==> src/rtl/grid_state_monitor.sv <==
// grid_state_monitor: classifies periodic grid-voltage samples into a
// debounced grid_state (NORMAL/SAG/SWELL/OUTAGE). It applies hysteresis on
// exit from fault states, has an immediate OUTAGE path, and includes a
// missing-sample watchdog that forces OUTAGE.
// Optional build macro GRID_MON_STATS_EN enables the saturating per-state
// entry counters. Without it, the counter ports are tied to zero.
module grid_state_monitor #(
  parameter int DW          = 12,
  parameter int V_OUT_TH    = 400,
  parameter int V_SAG_TH    = 1800,
  parameter int V_SWELL_TH  = 2400,
  parameter int HYST        = 32,
  parameter int DEBOUNCE    = 4,
  parameter int TIMEOUT_CYC = 1024
) (
  input  logic          clk,
  input  logic          reset_n,
  input  logic          sample_valid,
  input  logic [DW-1:0] v_sample,
  output logic [1:0]    grid_state,
  output logic          state_valid,
  output logic          state_change,
  output logic [7:0]    sag_cnt,
  output logic [7:0]    swell_cnt,
  output logic [7:0]    outage_cnt
);

  typedef enum logic [1:0] {
    NORMAL = 2'b00,
    SAG    = 2'b01,
    SWELL  = 2'b10,
    OUTAGE = 2'b11
  } grid_state_t;

  // Thresholds use one extra bit so that adding or subtracting HYST cannot wrap.
  localparam int DW1 = DW + 1;
  localparam logic [DW:0] OUT_TH   = DW1'(V_OUT_TH);
  localparam logic [DW:0] SAG_TH   = DW1'(V_SAG_TH);
  localparam logic [DW:0] SWELL_TH = DW1'(V_SWELL_TH);
  localparam logic [DW:0] OUT_HI   = DW1'(V_OUT_TH + HYST);
  localparam logic [DW:0] SAG_HI   = DW1'(V_SAG_TH + HYST);
  localparam logic [DW:0] SWELL_LO = DW1'(V_SWELL_TH - HYST);

  localparam int DCW = $clog2(DEBOUNCE + 1);
  localparam logic [DCW-1:0] DMAX = DCW'(DEBOUNCE);
  localparam logic [DCW-1:0] DONE = DCW'(1);

  localparam int WCW = $clog2(TIMEOUT_CYC + 1);
  localparam logic [WCW-1:0] WMAX  = WCW'(TIMEOUT_CYC);
  localparam logic [WCW-1:0] WFIRE = WCW'(TIMEOUT_CYC - 1);

  grid_state_t    gs_q, gs_n, cand, cand_n, raw_base, raw;
  logic           sv_n;
  logic [DCW-1:0] dcnt, dcnt_n, dcnt_new;
  logic [WCW-1:0] wd_cnt, wd_n;
  logic [DW:0]    vx;

  // Raw class of the current sample. Hysteresis holds a committed fault
  // state, but a true OUTAGE reading always takes priority.
  always_comb begin
    vx = {1'b0, v_sample};
    if (vx < OUT_TH)        raw_base = OUTAGE;
    else if (vx < SAG_TH)   raw_base = SAG;
    else if (vx > SWELL_TH) raw_base = SWELL;
    else                    raw_base = NORMAL;
    raw = raw_base;
    if (state_valid && raw_base != OUTAGE) begin
      case (gs_q)
        SAG:     if (vx < SAG_HI)   raw = SAG;
        SWELL:   if (vx > SWELL_LO) raw = SWELL;
        OUTAGE:  if (vx < OUT_HI)   raw = OUTAGE;
        default: ;
      endcase
    end
  end

  // Next-state logic covers debounce, the OUTAGE fast path and the watchdog.
  // A sample arriving in the timeout cycle suppresses the timeout.
  always_comb begin
    gs_n     = gs_q;
    sv_n     = state_valid;
    cand_n   = cand;
    dcnt_n   = dcnt;
    dcnt_new = (raw != cand) ? DONE : ((dcnt == DMAX) ? dcnt : dcnt + DONE);
    wd_n     = sample_valid ? '0 : ((wd_cnt == WMAX) ? wd_cnt : wd_cnt + 1'b1);
    if (sample_valid) begin
      if (raw == OUTAGE) begin
        gs_n   = OUTAGE;
        sv_n   = 1'b1;
        cand_n = OUTAGE;
        dcnt_n = '0;
      end else if (state_valid && raw == gs_q) begin
        dcnt_n = '0;
      end else begin
        cand_n = raw;
        dcnt_n = dcnt_new;
        if (dcnt_new == DMAX) begin
          gs_n = raw;
          sv_n = 1'b1;
        end
      end
    end else if (wd_cnt == WFIRE) begin
      gs_n   = OUTAGE;
      dcnt_n = '0;
    end
  end

  // Registered state. Reset puts the block in the fail-safe OUTAGE state.
  always_ff @(posedge clk or negedge reset_n) begin
    if (!reset_n) begin
      gs_q         <= OUTAGE;
      state_valid  <= 1'b0;
      state_change <= 1'b0;
      cand         <= OUTAGE;
      dcnt         <= '0;
      wd_cnt       <= '0;
    end else begin
      gs_q         <= gs_n;
      state_valid  <= sv_n;
      state_change <= (gs_n != gs_q);
      cand         <= cand_n;
      dcnt         <= dcnt_n;
      wd_cnt       <= wd_n;
    end
  end

  assign grid_state = gs_q;

`ifdef GRID_MON_STATS_EN
  // Entry counters increment on each change into a fault state and saturate at 255.
  always_ff @(posedge clk or negedge reset_n) begin
    if (!reset_n) begin
      sag_cnt    <= '0;
      swell_cnt  <= '0;
      outage_cnt <= '0;
    end else if (gs_n != gs_q) begin
      if (gs_n == SAG    && sag_cnt    != 8'hFF) sag_cnt    <= sag_cnt + 8'd1;
      if (gs_n == SWELL  && swell_cnt  != 8'hFF) swell_cnt  <= swell_cnt + 8'd1;
      if (gs_n == OUTAGE && outage_cnt != 8'hFF) outage_cnt <= outage_cnt + 8'd1;
    end
  end
`else
  assign sag_cnt    = 8'd0;
  assign swell_cnt  = 8'd0;
  assign outage_cnt = 8'd0;
`endif

endmodule
==> config.mk <==
export PLATFORM = sky130hd
export DESIGN_NAME = grid_state_monitor
export DESIGN_NICKNAME = d
export VERILOG_FILES = /design/src/rtl/grid_state_monitor.sv
export SDC_FILE = /design/constraint.sdc
export NUM_CORES = 1
export LEC_CHECK = 0
export CAP_MARGIN = 30
export CORE_AREA = 2 2 68 70
export DETAILED_ROUTE_END_ITERATION = 10
export DIE_AREA = 0 0 70 72
export HOLD_SLACK_MARGIN = 0.12
export PLACE_DENSITY_LB_ADDON = 0.2
export RECOVER_POWER = 25
export SYNTH_ARGS = -nofsm -noshare
export SYNTH_HDL_FRONTEND = slang
export SYNTH_SLANG_ARGS = --single-unit
==> constraint.sdc <==
create_clock -name clk -period 2.8 [get_ports clk]
set_input_delay 0.84 -clock clk [delete_from_list [all_inputs] [get_ports clk]]
set_output_delay 0.84 -clock clk [all_outputs]
set_load 0.005 [all_outputs]
# --- Word level (Yosys, flattened, before mapping) ---
# Cells that the tools add are included.
totals:
  out_inout_bits: 28
  ff_bits: 20
  inputBits: 15
op_classes:
  n_eq_ne: 14
  n_lt_le_gt_ge: 6
  n_reduce_logical: 6
  add_sub_neg: 2
  n_mux: 26
op_table:
  columns: ["operator", "n"]
  rows:
  - ["two-way mux 2 bit", 14]
  - ["greater-than comparator 12 bit (second input constant)", 2]
  - ["< comparator 12 x 11 -> 1 bit (second input constant)", 2]
  - ["< comparator 12 x 9 -> 1 bit (second input constant)", 2]
  - ["two-way mux 11 bit", 2]
  - ["two-way mux 3 bit", 6]
  - ["adder 11 x 1 -> 11 bit (second input constant)", 1]
  - ["equality test 11 x 10 -> 1 bit (second input constant)", 1]
  - ["equality test 11 bit (second input constant)", 1]
  - ["equality test 2 bit (second input constant)", 3]
  - ["equality test 3 bit (second input constant)", 2]
  - ["inequality test 2 bit (second input constant)", 3]
  - ["one-hot mux 2 bit (3 select lines)", 1]
  - ["inequality test 2 bit", 2]
  - ["nonzero test 2 bit", 2]
  - ["adder 3 x 1 -> 3 bit (second input constant)", 1]
  - ["two-way mux 1 bit", 3]
  - ["AND reduction 3 bit", 1]
  - ["equality test 2 x 1 -> 1 bit (second input constant)", 1]
  - ["equality test 2 bit", 1]
  - ["logical AND 1 bit", 2]
  - ["AND reduction 2 bit", 1]

# --- Longest topological paths before layout ---
logic_depth:
  ltp_word: 15
  mapped_depth: 8

# --- Worst setup path after synthesis ---
# Ideal clock, no wire load.
synth_path:
  path_type: "input to register"
  from: "input v_sample[6]"
  to: "register gs_q[1] (netlist: grid_state[1])"
  t_arrival_ps: 2589
  path_slack_ps: 122
  required_ps: 2711
  stages: 7
  setup_time_ps: 89
  cell_sequence: "o311ai_2 > a21o_1 > o41a_2 > xnor2_2 > a211o_1 > a211o_1 > a211oi_1"
synth_via:
  elab_chain_len: 14
synth_rtl:
  columns: ["item", "line_no", "text"]
  rows:
  - ["from (decl)", "19", "input logic [DW-1:0] v_sample,"]
  - ["greater-than comparator 12 bit", "64", "else if (vx > SWELL_TH) raw_base = SWELL;"]
  - ["two-way mux 2 bit", "64", null]
  - ["two-way mux 2 bit", "63", "else if (vx < SAG_TH) raw_base = SAG;"]
  - ["two-way mux 2 bit", "62", "if (vx < OUT_TH) raw_base = OUTAGE;"]
  - ["two-way mux 2 bit (tied with other cells)", "71", "OUTAGE: if (vx < OUT_HI) raw = OUTAGE;"]
  - ["one-hot mux 2 bit (3 select lines) or logical AND 1 bit (tied branches)", "68, 67", null]
  - ["two-way mux 2 bit *", "67", "if (state_valid && raw_base != OUTAGE) begin"]
  - ["inequality test 2 bit", "84", "dcnt_new = (raw != cand) ? DONE : ((dcnt == DMAX) ? dcnt : dcnt + DONE);"]
  - ["two-way mux 3 bit", "84", null]
  - ["equality test 3 bit", "97", "if (dcnt_new == DMAX) begin"]
  - ["two-way mux 2 bit", "97", null]
  - ["two-way mux 2 bit", "92", "end else if (state_valid && raw == gs_q) begin"]
  - ["two-way mux 2 bit *", "87", "if (raw == OUTAGE) begin"]
  - ["two-way mux 2 bit *", "86", "if (sample_valid) begin"]
  - ["via gs_n[1]", "52", "grid_state_t gs_q, gs_n, cand, cand_n, raw_base, raw;"]
  - ["to (signal assigned)", "118", "gs_q <= gs_n;"]
  - ["to (decl)", "52", null]
# Mark *: on every way through the listed nets, which the timed path passes. The rest lies on a longest branch.
# A chain may end at the register's enable or synchronous reset.

# --- Worst setup path after layout ---
layout_path:
  from: "input v_sample[2]"
  to: "register dcnt[0]"
layout_via:
  elab_chain_len: 12
layout_rtl:
  columns: ["item", "line_no", "text"]
  rows:
  - ["greater-than comparator 12 bit", "64", null]
  - ["two-way mux 2 bit", "64", null]
  - ["two-way mux 2 bit", "63", null]
  - ["two-way mux 2 bit", "62", null]
  - ["two-way mux 2 bit (tied with other cells)", "71", null]
  - ["one-hot mux 2 bit (3 select lines) or logical AND 1 bit (tied branches)", "68, 67", null]
  - ["two-way mux 2 bit *", "67", null]
  - ["inequality test 2 bit or equality test 2 bit (tied branches)", "84, 92", null]
  - ["two-way mux 3 bit or logical AND 1 bit (tied branches)", "84, 92", null]
  - ["two-way mux 3 bit", "92", null]
  - ["two-way mux 3 bit *", "87", null]
  - ["two-way mux 3 bit *", "86", null]
  - ["to (signal assigned)", "122", "dcnt <= dcnt_n;"]
  - ["to (decl)", "54", "logic [DCW-1:0] dcnt, dcnt_n, dcnt_new;"]
# Mark *: on every way between the ends. The rest lies on a longest branch, timed or not.

==> results.sh <==
export IMPL_arrival_ns=2.84
export IMPL_port_buffers=18
export IMPL_grt_pass1_wl_mm=6.80
export IMPL_yosysMostFrequentCell="buf_4"
export IMPL_skew_ns=0.00246
export IMPL_slew_headroom=0.291
export IMPL_numCtsBuffers=3
export IMPL_die_width_um=70
export IMPL_yosys_area_top_type="dfrtp_1"
export IMPL_r2r_setup_slack_ns=0.28
export IMPL_pre_cts_slack_ns=-0.626
export IMPL_path_class="input port to flop"
export IMPL_finalCritPeriodShare=0.964
export IMPL_cts_sinks=20
export IMPL_hold_ws_ns=0.526
export IMPL_synth_edf_count=0
export IMPL_maxCapViolations=0
export IMPL_hold_path_class="flop to flop"
export IMPL_num_rows=24
export IMPL_hold_violations=0
export IMPL_synthTopCellsByCount="buf_4 (24), nor2_1 (23), dfrtp_1 (16)"
export IMPL_synth_top_cell_area_share=0.244
export IMPL_die_area_um2=5040
export IMPL_netlist_area_um2=1640
export IMPL_start_util=0.385
export IMPL_io_pins=43
export IMPL_slowest_delay_ns=0.42
export IMPL_crit_chain="clkdlybuf4s50_1 > nor4b_2 > nand4_1 > o22a_2 > buf_4 > nor4_2 > o211ai_1 > buf_4 > a31oi_1 > o21ai_1"
export IMPL_yosys_top_cells_area="dfrtp_1 (24%), buf_4 (11%), dfstp_2 (6.4%), nor2_1 (5.3%), a21oi_1 (3.4%)"
export IMPL_end_kind="flop"
export IMPL_grt_remaining_overflow=0
export IMPL_h_tree_depth=1
export IMPL_vias_per_cell=5.28
export IMPL_path_clk_slew_ns=0.07
export IMPL_netlist_cell_type_count=53
export IMPL_cp_top_family="buffers and inverters"
export IMPL_wl_per_cell_um=13.9
export IMPL_grtUsageTotal=0.165
export IMPL_reg2reg_from="grid_state[0]"
export IMPL_grt_max_degree=21
export IMPL_crit_top_cell="buf_4"
export IMPL_worstSkewPairLatency_ns=0.25
export IMPL_synth_seq_cells=20
export IMPL_fill_cells=415
export IMPL_fmax_mhz=370
export IMPL_clk_path_buf_depth=2
export IMPL_whs_path_depth=2
export IMPL_seq_area_frac_synth=0.308
export IMPL_gp_congestion=0.842
export IMPL_hold_start="cand[1]"
export IMPL_crit_required_ns=2.94
export IMPL_ctsRootBufferMaster="clkbuf_8"
export IMPL_postCtsHoldBufs=0
export IMPL_crit_buf_inv=3
export IMPL_dp_hpwl_mm=2.94
export IMPL_status="completed"
export IMPL_diodes=0
export IMPL_ant_nets=0
export IMPL_p_per_area_nw_per_um2=558
export IMPL_area_growth_synth_to_final_pct=29.9
export IMPL_slew_viol_final=0
export IMPL_synthCells=198
export IMPL_wl_mm=4.08
export IMPL_leakage_uw=0.000956
export IMPL_drive_gt1_frac=0.252
export IMPL_cts_tree="yes"
export IMPL_async_flop_share=1.00
export IMPL_finalSetupViolCount=0
export IMPL_max_slew_worst_pin_slew_ns=1.06
export IMPL_finalCriticalPeriod_ns=2.70
export IMPL_ys_flop_type="dfrtp_1"
export IMPL_syn_area_per_cell_um2=8.28
export IMPL_cp_max_fo=5
export IMPL_critPathLaunchType="input port"
export IMPL_yosysWarnings=0
export IMPL_ir_drop_uv=464
export IMPL_drt_initial_drc_count=60
export IMPL_coreArea_um2=4260
export IMPL_num_vias=1552
export IMPL_grt_pass1_vias=1511
export IMPL_drc=0
export IMPL_antenna_found_initial=0
export IMPL_first_pass_iters=4
export IMPL_r2r_end="grid_state[1]"
export IMPL_crit_slowest_cell="clkdlybuf4s50_1"
export IMPL_nNetsFinal=262
export IMPL_min_to="cand[1]"
export IMPL_setup_slack_ns=0.0999
export IMPL_rr_worst_depth=7
export IMPL_die_height_um=72
stage by stage:
step,cells,TNS (ns),instance area (um2),utilization,power [uW]
floorplan,221,0,1730,-,675
global placement,287,-3.67,1960,0.459,846
detailed placement,287,-4.14,1960,0.459,844
CTS,291,0,2060,0.484,1160
global route,294,-0.00383,2130,0.500,1270
finish,294,0,2130,0.500,1190
registers in the layout, summed over array words and instances, names as in the netlist:
signal        cells
cand              2
dcnt              3
grid_state        2
state_change      1
state_valid       1
wd_cnt           11
worst max path at each step:
stage / endpoint / start / depth (start not counted) / slack (ns)
2_1_floorplan: grid_state[1] / v_sample[6] / 7 / 0.12
3_3_place_gp: grid_state[1] / v_sample[6] / 8 / -0.49
3_5_place_dp: grid_state[0] / v_sample[6] / 8 / -0.63
4_1_cts: grid_state[0] / v_sample[3] / 8 / 0.006
5_1_grt: dcnt[0] / v_sample[2] / 10 / -0.004
6_report: dcnt[0] / v_sample[2] / 10 / 0.1
metal layers:
metal,vias up,routed length [um],GRT usage,share of wire
met1,745,1830,0.211,0.45
met5,-,0,0,0
met2,40,2070,0.292,0.51
met4,0,25,0.0321,0.0061
li1,763,-,-,-
met3,4,157,0.0347,0.038
cells in the final DEF (no fill, tap or decap), drive strengths merged, types with 3 or more instances in the layout:
cell type and instances:
buf 27, conb 24, nor2 23, dfrtp 16, o21ai 12, inv 11, nand2 11, a21oi 11
nand3 9, clkbuf 9, clkdlybuf4s50 8, xor2 6, o22ai 5, a31oi 4, ha 4, dfstp 4
nand4 3, a211oi 3, or3 3, xnor2 3, nor4 3
final cells by class:
cell class	instances	area, um2	area share
clock inverters	1	30.0	0.0141
repair buffers	46	368	0.173
multi-input cells	161	1080	0.507
well taps	52	65.1	0.0305
clock buffers	3	41.3	0.0194
flip-flops and latches	20	505	0.237
inverters	11	41.3	0.0194
cell families after synthesis:
| family | count (synthesis) | synth area share |
|---|---|---|
| compound gates | 57 | 0.254 |
| xor+xnor | 9 | 0.0526 |
| fa+ha+maj | 4 | 0.0305 |
| buf+inv | 40 | 0.149 |
| flops | 20 | 0.308 |
| other cells | 1 | 0.00229 |
| simple gates | 67 | 0.204 |
worst register-to-register path, stage by stage, from the launching register on:
cell and delay [ns]:
dfstp_2 0.60, buf_4 0.16, nand2_1 0.13, o41a_4 0.52, xnor2_2 0.14, a211o_1 0.34
a211o_1 0.31, a211oi_2 0.24
report_power, final:
part | leakage [uW] | switching [uW] | internal, uW
Sequential | 0.000255 | 53.4 | 342
Clock | 0.0000357 | 92.8 | 191
Combinational | 0.000665 | 270 | 240
Total | 0.000956 | 417 | 773
repair_timing:
action,CTS,global route
buffers inserted,0,3
resized for setup,19,28
endpoints found under the setup margin,9,9
pin swaps,8,15
gates cloned,0,0
Note: power is estimated with default switching activity, not from simulation.
